===== src/rtl/pe_array_id_cfg_ctrl.sv =====
// Layer tag configuration sequencer for the 6x8 PE array: latches mapping
// parameters, then streams every generated Y/X tag to the config bus.
module pe_array_id_cfg_ctrl #(
    parameter int MAX_H = 6,
    parameter int MAX_W = 8,
    parameter int XID_W = 5,
    parameter int YID_W = 3
) (
    input  logic                           clk,
    input  logic                           rst_n,
    input  logic                           start,
    input  logic [2:0]                     p_in,
    input  logic [2:0]                     q_in,
    input  logic [2:0]                     r_in,
    input  logic [2:0]                     t_in,
    input  logic [2:0]                     e_in,
    input  logic [2:0]                     t_h_in,
    input  logic [2:0]                     t_w_in,
    input  logic [2:0]                     pe_h_in,
    input  logic [3:0]                     pe_w_in,
    input  logic [1:0]                     kernel_h_in,
    input  logic                           linear_in,
    output logic [2:0]                     p,
    output logic [2:0]                     q,
    output logic [2:0]                     r,
    output logic [2:0]                     t,
    output logic [2:0]                     e,
    output logic [2:0]                     t_h,
    output logic [2:0]                     t_w,
    output logic [2:0]                     pe_h,
    output logic [3:0]                     pe_w,
    output logic [1:0]                     kernel_h,
    output logic                           linear,
    input  logic [MAX_H*MAX_W*XID_W-1:0]   filter_xid_flat,
    input  logic [MAX_H*MAX_W*XID_W-1:0]   ifmap_xid_flat,
    input  logic [MAX_H*MAX_W*XID_W-1:0]   ipsum_xid_flat,
    input  logic [MAX_H*MAX_W*XID_W-1:0]   opsum_xid_flat,
    input  logic [MAX_H*YID_W-1:0]         filter_yid_flat,
    input  logic [MAX_H*YID_W-1:0]         ifmap_yid_flat,
    input  logic [MAX_H*YID_W-1:0]         ipsum_yid_flat,
    input  logic [MAX_H*YID_W-1:0]         opsum_yid_flat,
    output logic                           cfg_valid,
    input  logic                           cfg_ready,
    output logic [1:0]                     cfg_type,
    output logic                           cfg_is_x,
    output logic [5:0]                     cfg_addr,
    output logic [XID_W-1:0]               cfg_data,
    output logic                           busy,
    output logic                           done,
    output logic                           cfg_err
);

    typedef enum logic [2:0] {IDLE, SETTLE, STREAM_Y, STREAM_X, FIN} state_t;

    state_t     state_q;
    logic [2:0] row_q;
    logic [3:0] col_q;
    logic       hs;
    logic       illegal;
    logic       last_row, last_col;

    logic [MAX_H*MAX_W*XID_W-1:0] xsel, xshift;
    logic [MAX_H*YID_W-1:0]       ysel, yshift;
    logic [8:0]                   xbit, ybit;

    assign hs       = cfg_valid && cfg_ready;
    assign last_row = (row_q == pe_h - 3'd1);
    assign last_col = (col_q == pe_w - 4'd1);
    assign illegal  = (pe_h == 3'd0) || (pe_h > 3'(MAX_H)) ||
                      (pe_w == 4'd0) || (pe_w > 4'(MAX_W)) ||
                      (r == 3'd0) || (t_h == 3'd0) ||
                      (!linear && (e == 3'd0));

    // Payload is decoded live from the generator; cfg_addr doubles as the
    // entry index in both Y (row) and X (row*pe_w+col) phases.
    always_comb begin
        xsel = filter_xid_flat;
        ysel = filter_yid_flat;
        case (cfg_type)
            2'd1: begin xsel = ifmap_xid_flat; ysel = ifmap_yid_flat; end
            2'd2: begin xsel = ipsum_xid_flat; ysel = ipsum_yid_flat; end
            2'd3: begin xsel = opsum_xid_flat; ysel = opsum_yid_flat; end
            default: ;
        endcase
        xbit   = 9'(cfg_addr) * 9'(XID_W);
        ybit   = 9'(cfg_addr) * 9'(YID_W);
        xshift = xsel >> xbit;
        yshift = ysel >> ybit;
        if (!cfg_valid)
            cfg_data = '0;
        else if (cfg_is_x)
            cfg_data = xshift[XID_W-1:0];
        else
            cfg_data = XID_W'(yshift[YID_W-1:0]);
    end

    always_ff @(posedge clk or negedge rst_n) begin
        if (!rst_n) begin
            state_q <= IDLE;
            {p, q, r, t, e, t_h, t_w, pe_h} <= '0;
            pe_w      <= '0;
            kernel_h  <= '0;
            linear    <= 1'b0;
            row_q     <= '0;
            col_q     <= '0;
            cfg_valid <= 1'b0;
            cfg_type  <= '0;
            cfg_is_x  <= 1'b0;
            cfg_addr  <= '0;
            busy      <= 1'b0;
            done      <= 1'b0;
            cfg_err   <= 1'b0;
        end else begin
            done    <= 1'b0;
            cfg_err <= 1'b0;
            case (state_q)
                IDLE: if (start) begin
                    p <= p_in; q <= q_in; r <= r_in; t <= t_in; e <= e_in;
                    t_h <= t_h_in; t_w <= t_w_in; pe_h <= pe_h_in;
                    pe_w <= pe_w_in; kernel_h <= kernel_h_in; linear <= linear_in;
                    busy    <= 1'b1;
                    state_q <= SETTLE;
                end
                SETTLE: begin
                    row_q    <= '0;
                    col_q    <= '0;
                    cfg_type <= '0;
                    cfg_addr <= '0;
                    cfg_is_x <= 1'b0;
                    if (illegal) begin
                        done    <= 1'b1;
                        cfg_err <= 1'b1;
                        state_q <= FIN;
                    end else begin
                        cfg_valid <= 1'b1;
                        state_q   <= STREAM_Y;
                    end
                end
                STREAM_Y: if (hs) begin
                    if (last_row) begin
                        row_q    <= '0;
                        col_q    <= '0;
                        cfg_addr <= '0;
                        cfg_is_x <= 1'b1;
                        state_q  <= STREAM_X;
                    end else begin
                        row_q    <= row_q + 3'd1;
                        cfg_addr <= cfg_addr + 6'd1;
                    end
                end
                STREAM_X: if (hs) begin
                    cfg_addr <= cfg_addr + 6'd1;
                    col_q    <= last_col ? 4'd0 : col_q + 4'd1;
                    if (last_col) begin
                        row_q <= row_q + 3'd1;
                        if (last_row) begin
                            row_q    <= '0;
                            cfg_addr <= '0;
                            cfg_is_x <= 1'b0;
                            if (cfg_type != 2'd3) begin
                                cfg_type <= cfg_type + 2'd1;
                                state_q  <= STREAM_Y;
                            end else begin
                                cfg_valid <= 1'b0;
                                done      <= 1'b1;
                                state_q   <= FIN;
                            end
                        end
                    end
                end
                FIN: begin
                    busy     <= 1'b0;
                    cfg_type <= '0;
                    cfg_addr <= '0;
                    cfg_is_x <= 1'b0;
                    row_q    <= '0;
                    col_q    <= '0;
                    state_q  <= IDLE;
                end
                default: state_q <= IDLE;
            endcase
        end
    end

endmodule

===== config.mk =====
export PLATFORM = sky130hd
export DESIGN_NAME = pe_array_id_cfg_ctrl
export DESIGN_NICKNAME = d
export VERILOG_FILES = /design/src/rtl/pe_array_id_cfg_ctrl.sv
export SDC_FILE = /design/constraint.sdc
export NUM_CORES = 1
export LEC_CHECK = 0
export ABC_AREA = 0
export ABC_CLOCK_PERIOD_IN_PS = 3050
export BUFFER_PORTS_ARGS = -buffer_cell sky130_fd_sc_hd__buf_2
export CORE_AREA = 5 5 433 435
export CTS_BUF_LIST = sky130_fd_sc_hd__clkbuf_16
export CTS_CLUSTER_DIAMETER = 50
export DETAILED_ROUTE_END_ITERATION = 10
export DIE_AREA = 0 0 438 440
export HOLD_SLACK_MARGIN = 0.15
export PLACE_DENSITY_LB_ADDON = 0.3
export SLEW_MARGIN = 20
export SYNTH_ARGS = -nofsm -noshare
export SYNTH_HDL_FRONTEND = slang
export SYNTH_SLANG_ARGS = --single-unit

===== constraint.sdc =====
create_clock -name clk -period 3.05 [get_ports clk]
set_input_delay 0.1525 -clock clk [delete_from_list [all_inputs] [get_ports clk]]
set_output_delay 0.1525 -clock clk [all_outputs]
set_load 0.03 [all_outputs]

==> results.cfg <==
[outcome]
outcome = complete, but fails checks
violations = negative setup slack

[floorplan]
core-area_mm2 = 0.1827
dieHeight_um = 440
dieArea_mm2 = 0.1927
ios = 1116
initial_utilization_pct = 5.891
dieWidth_um = 438
rows = 157

[timing]
finalCritPeriodShare_pct = 123.9
finalClockSkew_ns = 0.04169
rsz0062_at_grt = yes
hold_viol = 0
final.setup.worst_slack_ns = -0.7279
tightest_slew_ns = 0.7944
finalSetupTns_ns = -3.156
finalCriticalPeriod_ns = 3.778
relSlewSlack_pct = 46.86
fmax_mhz = 264.7
setup_viol = 5
slew_violations = 0

[global_route]
grt_pass1_vias = 19443
track_usage_pct = 18.98
antenna_found_initial = 307
grt_pass1_wl_mm = 234.9
grt_max_degree = 57
overflow = 0

[pwr]
irDropWorstVdd_mv = 0.4288
clockPowerShare_pct = 3.2
p_int_mw = 9.894
sequentialPowerShare_pct = 5.3
p_leak_nw = 10.08
p_sw_share_pct = 57.04
p_sw_mw = 13.14
power_density_mw_per_mm2 = 984.3
power_frac_comb_pct = 91.5
finalPower_mw = 23.03

[setup_path]
r2r-start = cfg_type[0]$_DFFE_PN0P_
worstPathMaxFanout = 8
crit_type = flip-flop to output port
startpoint_type = flip-flop
worstPathArrival_ns = 3.63
crit_required_ns = 2.90
crit_start = cfg_type[0]$_DFFE_PN0P_
endpoint_kind = output port

[clock_tree]
cts.sink_count = 54
root_buffer = clkbuf_16
htreeDepth = 2
clk_latency_ns = 0.36
cts_tree = done
cts_buffers = 5
clk_pin_slew_ns = 0.12
clk_path_buf_depth = 2

[worst_hold_path]
min_from = cfg_ready
hold_path.class = primary input to flip-flop

[place]
io_buffers = 1115
hpwlAfterDp_mm = 176.3
gp_congestion = 0.9883
placed_area_mm2 = 0.02103

[logic_synthesis]
synth_top_area_share_pct = 12.56
yosys_most_used_dff = dfrtp_1
synth_cells = 1354
yosysUniqueCellTypes = 65
synth.area.top_cells = dfrtp_1, mux4_2, a222oi_1, a22oi_1, mux2i_1
synth_top_area_cell = dfrtp_1
netlist_area_mm2 = 0.01076
synth-seq-area-share_pct = 12.56
synth-edff-count = 0
syn_avg_cell_area_um2 = 7.949
async_reset_ff_share_pct = 100.0
yosysWarnings = 0
ys_seq_elements = 54
syn-num-nets = 2433

[drt]
vias = 20276
routed_wirelength_mm = 195.8
drt-initial-drc-count = 1989
drc = 0
wl_per_cell_um = 37.85
vias_per_cell = 3.920
drtPass1Iterations = 9
ant_nets = 0

[cells_and_area]
fillCellCount = 21310
final_design_area_no_fill_mm2 = 0.02340
final_util_pct = 12.81
multi_input_area_mm2 = 0.009271
final_layout_size_suffix_gt1_share_pct = 62.67
register_area_mm2 = 0.001368
layout.nets = 3754
area_delta_synth_final_pct = 117.4

[run]
drv_cap = 0
==> placed cells by master, fill, tap and decap left out, types with 47 or more instances in the layout <==
master	instances
dfrtp_1	47
a21oi_1	82
a22oi_1	109
nand3_1	57
mux2i_1	63
buf_2	1110
diode_2	112
o21ai_0	58
a222oi_1	95
nand2_1	150
buf_4	254
==> power by group through the flow <==
stage | combinational [mW] | clock, mW | sequential [mW]
after global routing | 22.3 | 0.787 | 1.25
after floorplan | 8.27 | 0 | 1.17
final | 21.1 | 0.732 | 1.22
after detailed placement | 18.9 | 0 | 1.27
after CTS | 20.2 | 0.783 | 1.24
after global placement | 19.0 | 0 | 1.27
==> final cells by class <==
type,count,share of cell area (%)
diodes,112,1.198
clock buffers,5,0.5347
clock inverters,3,0.1230
inverters,19,0.3422
multi-input cells,1111,39.62
flip-flops and latches,54,5.844
well taps,2385,12.75
repair buffers,1484,39.58
==> what timing repair did <==
| action | 4_1_cts | 5_1_grt |
|---|---|---|
| gates resized for setup | 100 | 122 |
| pin swaps | 30 | 58 |
| endpoints found under the setup margin | 5 | 5 |
| hold buffers | 33 | 0 |
| hold endpoints to repair | 53 | 0 |
| cloned | 2 | 5 |
| setup buffers | 39 | 21 |
==> synth_stat cells, drive strengths merged, types with 6 or more instances <==
master and instances:
nand2 153, buf 142, a22oi 118, a21oi 97, a222oi 95, o21ai 74, mux2i 64, a221oi 58
nand3 58, dfrtp 54, mux4 46, nor2 43, mux2 38, a211oi 35, clkbuf 28, a31oi 25
nor2b 23, inv 19, nor3 14, a32oi 13, ha 12, o22ai 12, a22o 9, nand2b 9
o221ai 9, o22a 9, xnor2 9, nor4 8, o211ai 8, xor2 8, nand4 7, a2111oi 6
==> per-layer routing <==
| metal | track usage [%] | wire length (um) | vias up |
|---|---|---|---|
| met5 | 0 | 761 | - |
| met4 | 6.071 | 8301 | 118 |
| met3 | 6.705 | 17280 | 444 |
| met2 | 32.18 | 93010 | 1308 |
| met1 | 22.35 | 76430 | 10009 |
| li1 | - | - | 8397 |
==> stage by stage <==
| stage | hold slack, ns | std cells | setup slack (ns) |
|---|---|---|---|
| 6_report | 0.3559 | 5173 | -0.7279 |
| 5_1_grt | 0.4050 | 5117 | -0.7921 |
| 4_1_cts | 0.3531 | 5039 | -0.8078 |
| 3_5_place_dp | 0.2813 | 4962 | -1.449 |
| 3_3_place_gp | 0.2849 | 4962 | -1.404 |
| 2_1_floorplan | -0.1431 | 1354 | 0.06153 |
==> state kept, by name, indices dropped and copies added (netlist names), 3 cells and up <==
register and flops:
cfg_addr 6, col_q 4, pe_w 4, e 3
p 3, pe_h 3, q 3, r 3
row_q 3, state_q 3, t 3, t_h 3
t_w 3
==> final timing paths <==
check	slack, ns	to	cells past startpoint
min reg2reg	0.51	t[0]$_DFFE_PN0P_	1
max	-0.73	cfg_data[3]	11
min	0.36	state_q[0]$_DFFE_PN0P_	4
max reg2reg	0.42	cfg_type[0]$_DFFE_PN0P_	9
min in group asynchronous	0.39	state_q[1]$_DFFE_PN0P_	2
max in group asynchronous	1.57	t_w[1]$_DFFE_PN0P_	4
==> logic make-up after synthesis <==
logic type | count (synthesis) | share of synthesized area (%)
compound gates | 602 | 41.79
xor+xnor | 17 | 1.383
fa+ha+maj | 12 | 1.395
buf+inv | 189 | 9.265
flops | 54 | 12.56
mux | 148 | 19.55
simple gates | 332 | 14.05
==> worst max-delay path, stage by stage, from the launching register on <==
cell and delay, ns:
dfrtp_2 0.43, buf_6 0.12, ha_4 0.25, buf_12 0.16, a21oi_1 0.10, a221oi_2 0.49, a31oi_2 0.13, a2111oi_4 0.35
buf_4 0.18, nor4_4 0.06, o41ai_4 0.77, buf_12 0.20
(Power assumes the default switching activity.)
